$ cat src/rtl/reg_pipeline_pkg.sv
// Shared constants and helpers for the reg_pipeline delay line.
package reg_pipeline_pkg;

    localparam int DEFAULT_WIDTH = 8;
    localparam int DEFAULT_DEPTH = 4;

    // Width needed to count 0..depth valid stages inclusive.
    function automatic int occ_width(input int depth);
        return $clog2(depth + 1);
    endfunction

endpackage

$ cat src/rtl/reg_pipeline_stage.sv
// One pipeline stage: WIDTH-bit data register plus valid bit.
// Priority is rst > flush > en > hold. Flush clears only the valid bit.
module reg_stage
    import reg_pipeline_pkg::*;
#(
    parameter int               WIDTH     = DEFAULT_WIDTH,
    parameter logic [WIDTH-1:0] RESET_VAL = '0
) (
    input  logic             clk,
    input  logic             rst,
    input  logic             en,
    input  logic             flush,
    input  logic [WIDTH-1:0] d_i,
    input  logic             valid_i,
    output logic [WIDTH-1:0] q_o,
    output logic             valid_o
);

    logic [WIDTH-1:0] data_q, data_d;
    logic             valid_q, valid_d;

    always_comb begin
        data_d  = data_q;
        valid_d = valid_q;
        if (en) begin
            data_d  = d_i;
            valid_d = valid_i;
        end
        // Data keeps following en during a flush; only validity is dropped.
        if (flush) begin
            valid_d = 1'b0;
        end
    end

    always_ff @(posedge clk) begin
        if (rst) begin
            data_q  <= RESET_VAL;
            valid_q <= 1'b0;
        end else begin
            data_q  <= data_d;
            valid_q <= valid_d;
        end
    end

    assign q_o     = data_q;
    assign valid_o = valid_q;

endmodule

$ cat src/rtl/reg_pipeline.sv
// WIDTH-bit, DEPTH-stage register pipeline with valid tracking, flush and Qn.
// Optional occupancy counter enabled by defining REG_PIPELINE_OCCUPANCY_EN.
module reg_pipeline
    import reg_pipeline_pkg::*;
#(
    parameter int               WIDTH     = DEFAULT_WIDTH,
    parameter int               DEPTH     = DEFAULT_DEPTH,
    parameter logic [WIDTH-1:0] RESET_VAL = '0
) (
`ifdef REG_PIPELINE_OCCUPANCY_EN
    output logic [occ_width(DEPTH)-1:0] occupancy,
`endif
    input  logic             clk,
    input  logic             rst,
    input  logic             en,
    input  logic             flush,
    input  logic [WIDTH-1:0] D,
    input  logic             D_valid,
    output logic [WIDTH-1:0] Q,
    output logic [WIDTH-1:0] Qn,
    output logic             Q_valid
);

    logic [WIDTH-1:0] stage_data [DEPTH];
    logic [DEPTH-1:0] stage_valid;

    for (genvar gi = 0; gi < DEPTH; gi++) begin : g_stage
        logic [WIDTH-1:0] d_in;
        logic             v_in;

        if (gi == 0) begin : g_head
            assign d_in = D;
            assign v_in = D_valid;
        end else begin : g_link
            assign d_in = stage_data[gi-1];
            assign v_in = stage_valid[gi-1];
        end

        reg_stage #(
            .WIDTH     (WIDTH),
            .RESET_VAL (RESET_VAL)
        ) u_stage (
            .clk     (clk),
            .rst     (rst),
            .en      (en),
            .flush   (flush),
            .d_i     (d_in),
            .valid_i (v_in),
            .q_o     (stage_data[gi]),
            .valid_o (stage_valid[gi])
        );
    end

    assign Q       = stage_data[DEPTH-1];
    assign Qn      = ~Q;
    assign Q_valid = stage_valid[DEPTH-1];

`ifdef REG_PIPELINE_OCCUPANCY_EN
    localparam int OW = occ_width(DEPTH);

    logic [OW-1:0] occ_q, occ_d;

    // Incremental popcount: one word enters and one leaves per enabled edge.
    always_comb begin
        occ_d = occ_q;
        if (flush) begin
            occ_d = '0;
        end else if (en) begin
            if (D_valid && !stage_valid[DEPTH-1]) begin
                occ_d = occ_q + OW'(1);
            end else if (!D_valid && stage_valid[DEPTH-1]) begin
                occ_d = occ_q - OW'(1);
            end
        end
    end

    always_ff @(posedge clk) begin
        if (rst) begin
            occ_q <= '0;
        end else begin
            occ_q <= occ_d;
        end
    end

    assign occupancy = occ_q;
`endif

endmodule

$ cat config.mk
export PLATFORM = sky130hd
export DESIGN_NAME = reg_pipeline
export DESIGN_NICKNAME = d
export VERILOG_FILES = /design/src/rtl/reg_pipeline_pkg.sv /design/src/rtl/reg_pipeline_stage.sv /design/src/rtl/reg_pipeline.sv
export SDC_FILE = /design/constraint.sdc
export NUM_CORES = 1
export LEC_CHECK = 0
export ABC_AREA = 1
export BUFFER_PORTS_ARGS = -buffer_cell sky130_fd_sc_hd__buf_2
export CORE_ASPECT_RATIO = 0.7
export CORE_UTILIZATION = 49
export CTS_CLUSTER_DIAMETER = 120
export DETAILED_ROUTE_END_ITERATION = 16
export GPL_TIMING_DRIVEN = 0
export HOLD_SLACK_MARGIN = 0.1
export PLACE_DENSITY = 0.72
export SYNTH_ARGS = -nofsm -noshare
export SYNTH_HDL_FRONTEND = slang
export SYNTH_HIERARCHICAL = 1
export SYNTH_SLANG_ARGS = --single-unit
$ cat constraint.sdc
create_clock -name clk -period 1.4 [get_ports clk]
set_input_delay 0.14 -clock clk [delete_from_list [all_inputs] [get_ports clk]]
set_output_delay 0.14 -clock clk [all_outputs]
set_load 0.02 [all_outputs]
==> run summary, run 1 <==
run status - complete, no violations
Final Hold Fails - 0
static power due to leakage - 0.001006 µW
number of CTS-inserted buffers - 5
global-route congestion overflow total - 0
net count of the finished layout - 288
CP max-delay cell - dfxtp_1
Max H-tree Level - 2
cell depth of the worst hold path - 5
final clock period utilization by the worst path - 0.6817
# DRC - 0
Maximum Capacitance Violations - 0
top cell type by total area after synthesis - dfxtp_1
vias after detailed routing - 1298
average via count per standard cell - 4.160
floorplan die height - 49.38 µm
clock latency at the later pin of the worst-skew pair - 0.28 ns
first-pass detailed-route iteration total - 4
Area growth, synth to finish - 17.52%
Total GRT Usage - 0.1670
DPL Wire Length - 1818 µm
data arrival time of the worst path - 0.81 ns
Hold Buf Count CTS - 0
DR WL/cell - 8.035 µm
Seq cells post-synth - 36
clock tree from TritonCTS - done
normalized max-slew margin - 0.8204
die width - 69.69 µm
critical path required time - 1.26 ns
buffer cell driving the clock tree root - clkbuf_8
synth top area cells - dfxtp_1 (46%), nor2_1 (18%), nand2_1 (16%)
minimum clock period - 0.9544 ns
antenna cell count - 0
clock slew at reported path FFs - 0.07 ns
portion of synthesized cell area occupied by the leading cell type - 0.4586
fraction of final layout cells with drive strength greater than 1 - 0.1667
violation count after the first detailed-routing iteration - 67
RD Place Congestion - 0.7146
commonest cells after routing, fill and taps aside - nor2_1 (76), nand2_1 (68), inv_1 (48)
count of unique library cells instantiated by Yosys - 7
endpoint of the lowest-slack register-to-register path - g_stage[2].u_stage/q_o[3]$_SDFFE_PP0P_
post_cts resized - 0
highest cell delay on the worst timing path - 0.35 ns
count of standard-cell rows - 16
CP Max Fanout - 3
aggregate negative setup slack - 0 ns
Final setup violation count - 0
part of the Yosys area used for sequential elements - 0.4586
critical register-to-register path startpoint - g_stage[1].u_stage/q_o[3]$_SDFFE_PP0P_
pin count of the biggest net entering global routing - 11
HP Class - input port to flop
post-synthesis cell area - 1572 µm²
Ports - 30
worst clock skew - 0.002976 ns
unrepaired setup endpoints after global routing - no
worst setup path endpoint - Qn[3]
count of clock tree sinks - 36
power density over the cells - 1176 nW/µm²
number of instances in the synthesized netlist - 240
antenna violations before repair - 0
global-route wire length before repair - 4512 µm
critical path startpoint category - flop
number of nets still failing antenna checks after routing - 0
buffer depth of the longest clock path - 2
worst setup slack for register-to-register paths - 0.77 ns
routed wire length - 2507 µm
effective utilization at floorplan - 0.5377
average cell area after synthesis - 6.548 µm²
Setup Fix Bufs, Post-CTS - 0
core utilization of the finished layout - 0.6318
Slew Limit Fails - 0
CP startpoint - g_stage[3].u_stage/q_o[3]$_SDFFE_PP0P_
commonest non-fill, non-tap cell in the layout - nor2_1
number of filler instances in the final layout - 292
fmax - 1048 MHz
slew at the pin with the worst max-slew slack - 0.2691 ns
peak ir drop on the vdd network - 0.6315 mV
worst hold start - D[5]
kind of end point of the critical path - output pin
Die Outline Area - 3441 µm²
total core area - 2923 µm²
number of buffers added on ports - 28
via count of the first global-routing pass - 1102
cells along the critical path - inv_1 > buf_2
Setup CP Type - flop to output pin
Net Count, Synth - 253
path depth of the worst reg2reg path - 4
number of warnings printed during yosys synthesis - 6
==> kinds of logic (layout without fill, tap and decap cells) <==
logic type             after synthesis  count (layout)  synth area share
AND/OR/NAND/NOR                    148             148            0.3599
buffers and inverters               56              92            0.1815
flip-flops                          36              36            0.4586
==> synth_stat cells, drive strengths merged <==
cell   number
buf         8
nor2       76
dfxtp      36
inv        48
nand2      72
==> sequential cells by signal, summed over array words and instances (netlist names) <==
register and count:
g_stage.u_stage/valid_o 4, g_stage.u_stage/q_o 32
==> how the worst min path moves through the flow <==
stage,to,slack [ns]
4_1_cts,g_stage[0].u_stage/q_o[5]$_SDFFE_PP0P_,0.13
3_3_place_gp,g_stage[0].u_stage/valid_o$_SDFFE_PP0P_,0.42
3_5_place_dp,g_stage[2].u_stage/valid_o$_SDFFE_PP0P_,0.43
6_report,g_stage[0].u_stage/q_o[5]$_SDFFE_PP0P_,0.13
2_1_floorplan,g_stage[0].u_stage/valid_o$_SDFFE_PP0P_,0.28
5_1_grt,g_stage[1].u_stage/q_o[5]$_SDFFE_PP0P_,0.14
==> report_power, final <==
| part | total (µW) | switching [µW] | internal [µW] |
|---|---|---|---|
| Clock | 743 | 342 | 401 |
| Sequential | 1120 | 31.3 | 1090 |
| Combinational | 308 | 181 | 127 |
| Total | 2170 | 555 | 1620 |
==> layer usage <==
metal | vias to the layer above | global-route usage | part of all wire
met5 | - | 0 | 0
met4 | 0 | 0.09000 | 0.013
met3 | 5 | 0.05579 | 0.036
met2 | 16 | 0.2411 | 0.38
met1 | 538 | 0.2202 | 0.57
li1 | 739 | - | -
==> area by class of cell <==
cell class                 count  area, µm²  area share
tap                           36      45.04     0.02439
multi-input combinational    148      565.5      0.3062
inverter                      48      180.2     0.09756
sequential                    36      720.7      0.3902
clock buffer                   8      90.09     0.04878
timing repair buffer          28      140.1     0.07588
buffer                         8      105.1     0.05691
==> stage by stage <==
step	hold WS [ns]	area, µm²	setup WS, ns	std cells	total power [µW]
2_1_floorplan	0.2847	1572	0.6714	240	1374
3_3_place_gp	0.4246	1757	0.6607	304	1448
3_5_place_dp	0.4311	1757	0.6511	304	1453
4_1_cts	0.1257	1847	0.4267	312	2204
5_1_grt	0.1435	1847	0.3866	312	2301
6_report	0.1326	1847	0.4456	312	2172
==> worst max-delay path, delay by kind of cell (launching register included) <==
kind | cells | cell delay, ns
flops | 1 | 0.35
buf+inv | 2 | 0.19
No activity file was read; power rests on OpenSTA's default activity.
==> inputs of run 2 (changes only) <==
--- a/config.mk
+++ b/config.mk
@@ -8,12 +8,12 @@
 export ABC_AREA = 1
 export BUFFER_PORTS_ARGS = -buffer_cell sky130_fd_sc_hd__buf_2
 export CORE_ASPECT_RATIO = 0.7
-export CORE_UTILIZATION = 49
+export CORE_UTILIZATION = 48
 export CTS_CLUSTER_DIAMETER = 120
 export DETAILED_ROUTE_END_ITERATION = 16
 export GPL_TIMING_DRIVEN = 0
 export HOLD_SLACK_MARGIN = 0.1
-export PLACE_DENSITY = 0.72
+export PLACE_DENSITY = 0.73
 export SYNTH_ARGS = -nofsm -noshare
 export SYNTH_HDL_FRONTEND = slang
 export SYNTH_HIERARCHICAL = 1
==> constraint.sdc (replaced) <==
create_clock -name clk -period 0.8 [get_ports clk]
set_input_delay 0.08 -clock clk [delete_from_list [all_inputs] [get_ports clk]]
set_output_delay 0.08 -clock clk [all_outputs]
set_load 0.02 [all_outputs]
==> run 2 against run 1 <==
  * Register-to-register slack worse by 0.64 ns
  * Sequential power is 77% higher
  * First-iteration DRC count is 3.0% higher
  * Global-route usage is 3.3 points higher
  * Core utilization is 9.8 points higher
  * Power is 85% higher
  * Die area is 2.0% higher
  * Sequential cell count stayed put
  * Combinational power is 130% higher
  * Final area is 16% higher
  * Sequential share of layout area is 4.9 points lower
  * Critical endpoint is now Qn[0]
  * Cell count is 5.8% higher
  * The run now ends with setup timing left
==> run summary, run 2 (synthesis results as in run 1) <==
Total GRT Usage - 0.2002 (+0.03321)
endpoint of the lowest-slack register-to-register path - g_stage[3].u_stage/q_o[6]$_SDFFE_PP0P_
Maximum Capacitance Violations - 0 (unchanged)
CP startpoint - g_stage[3].u_stage/q_o[0]$_SDFFE_PP0P_
cell depth of the worst hold path - 4 (-1)
# DRC - 0 (unchanged)
Final Hold Fails - 0 (unchanged)
fraction of final layout cells with drive strength greater than 1 - 0.2177 (+0.05102)
Worst Hold Path EP - g_stage[2].u_stage/q_o[2]$_SDFFE_PP0P_
global-route wire length before repair - 5416 µm (+20%)
unrepaired setup endpoints after global routing - yes
number of buffers added on ports - 28 (unchanged)
fmax - 1116 MHz
core utilization of the finished layout - 0.7296 (+0.09774)
final worst setup slack - -0.09640 ns (-0.5420 ns)
net count of the finished layout - 306 (+6.3%)
clock tree from TritonCTS - done
data arrival time of the worst path - 0.82 ns (about the same)
sequential cell area - 732.0 µm² (+1.6%)
CP Max Fanout - 3 (unchanged)
number of nets still failing antenna checks after routing - 0 (unchanged)
antenna violations before repair - 0 (unchanged)
critical register-to-register path startpoint - g_stage[2].u_stage/q_o[6]$_SDFFE_PP0P_
minimum clock period - 0.8964 ns
slew at the pin with the worst max-slew slack - 0.3073 ns (+0.03824 ns)
normalized max-slew margin - 0.7951 (-0.02529)
buffer depth of the longest clock path - 2 (unchanged)
Ports - 30 (unchanged)
first-pass detailed-route iteration total - 4 (unchanged)
DR WL/cell - 10.04 µm (+25%)
peak ir drop on the vdd network - 1.563 mV (+150%)
number of filler instances in the final layout - 241 (-17%)
commonest cells after routing, fill and taps aside - nor2_1 (75), nand2_1 (68), inv_1 (39)
effective utilization at floorplan - 0.5340 (-0.003658)
violation count after the first detailed-routing iteration - 69 (+3.0%)
run status - finished with violations
RD Place Congestion - 0.7039 (-1.5%)
clock slew at reported path FFs - 0.07 ns (about the same)
critical path startpoint category - flop
count of placed standard cells in the final layout, fillers left out - 330 (+5.8%)
static power due to leakage - 0.001124 µW (+12%)
Setup CP Type - flop to output pin
Max H-tree Level - 2 (unchanged)
die width - 70.39 µm (+1.0%)
vias after detailed routing - 1447 (+11%)
floorplan die height - 49.87 µm (+0.99%)
count of clock tree sinks - 36 (unchanged)
kind of end point of the critical path - output pin
Area growth, synth to finish - 36.62%
routed wire length - 3313 µm (+32%)
clock latency at the later pin of the worst-skew pair - 0.29 ns (about the same)
total instance count after detailed placement - 304 (unchanged)
pin count of the biggest net entering global routing - 11 (unchanged)
Setup Fix Bufs, Post-CTS - 0 (unchanged)
Die Outline Area - 3510 µm² (+2.0%)
count of standard-cell rows - 16 (unchanged)
antenna cell count - 0 (unchanged)
worst clock skew - 0.003432 ns (+0.0004557 ns)
Final setup violation count - 22 (+22)
flip-flop count of the largest register after layout - 32 (unchanged)
via count of the first global-routing pass - 1334 (+21%)
buffer cell driving the clock tree root - clkbuf_8
area of combinational cells with multiple inputs - 568.0 µm² (+0.44%)
commonest non-fill, non-tap cell in the layout - nor2_1
worst hold start - en
average via count per standard cell - 4.385 (+5.4%)
total core area - 2943 µm² (+0.68%)
critical path required time - 0.72 ns (-0.54 ns)
aggregate negative setup slack - -1.172 ns (-1.172 ns)
global-route congestion overflow total - 0 (unchanged)
DPL Wire Length - 1908 µm (+4.9%)
Slew Limit Fails - 0 (unchanged)
path depth of the worst reg2reg path - 4 (unchanged)
power density over the cells - 1872 nW/µm² (+59%)
final clock period utilization by the worst path - 1.121
number of CTS-inserted buffers - 5 (unchanged)
worst setup slack for register-to-register paths - 0.13 ns (-0.64 ns)
HP Class - input port to flop
violated checks - setup timing
run 2: cell count changes in the layout (fill, tap and decap cells not counted), sizes merged:
| cell | change |
|---|---|
| buf | -1 |
| dlygate4sd3 | +18 |
| dlymetal6s4s | +1 |
run 2: per-stage QoR:
step                      setup WS, ns  total power [µW]  hold WS, ns  instance area [µm²]
after floorplan                 0.1314              2404       0.2247                 1572
final                         -0.09640              4019      0.05970                 2147
after global placement          0.1246              2534       0.3651                 1757
after detailed placement        0.1109              2547       0.3709                 1757
after global routing           -0.1148              4226       0.1023                 2147
after CTS                     -0.08107              3977      0.06365                 2037
run 2: final cells by class:
cell class | count | share of cell area
repair buffers | 46 | 0.1987
well taps | 36 | 0.02098
flip-flops and latches | 36 | 0.3409
inverters | 48 | 0.08392
multi-input cells | 148 | 0.2646
plain buffers | 8 | 0.04895
clock buffers | 8 | 0.04196
run 2: layer usage:
layer  vias up  share of wire  track usage  wire (µm)
li1        773              -            -          -
met1       644           0.50       0.2303       1653
met2        25           0.45       0.3397       1486
met3         5          0.038      0.05726        125
met4         0          0.014       0.1033         48
met5         -              0            0          0
run 2: critical path, stage by stage, from the launching register on:
cell and delay, ns:
dfxtp_2 0.36, inv_2 0.04, buf_6 0.12
run 2: worst max-delay path by stage:
stage	endpoint	slack, ns
2_1_floorplan	Qn[0]	0.13
3_3_place_gp	g_stage[3].u_stage/q_o[7]$_SDFFE_PP0P_	0.12
3_5_place_dp	g_stage[2].u_stage/q_o[2]$_SDFFE_PP0P_	0.11
4_1_cts	Qn[6]	-0.08
5_1_grt	Qn[6]	-0.11
6_report	Qn[0]	-0.1
run 2: repair_timing:
item / 4_1_cts / 5_1_grt
hold buffers: 11 / 8
setup endpoints to repair: 17 / 27
resized for setup: 35 / 17
hold endpoints to repair: 31 / 11
pin swaps: 0 / 0
run 2: where the power goes:
part | internal (µW) | switching (µW)
clock network | 702 | 640
logic | 341 | 359
registers | 1910 | 66.4
total | 2950 | 1070
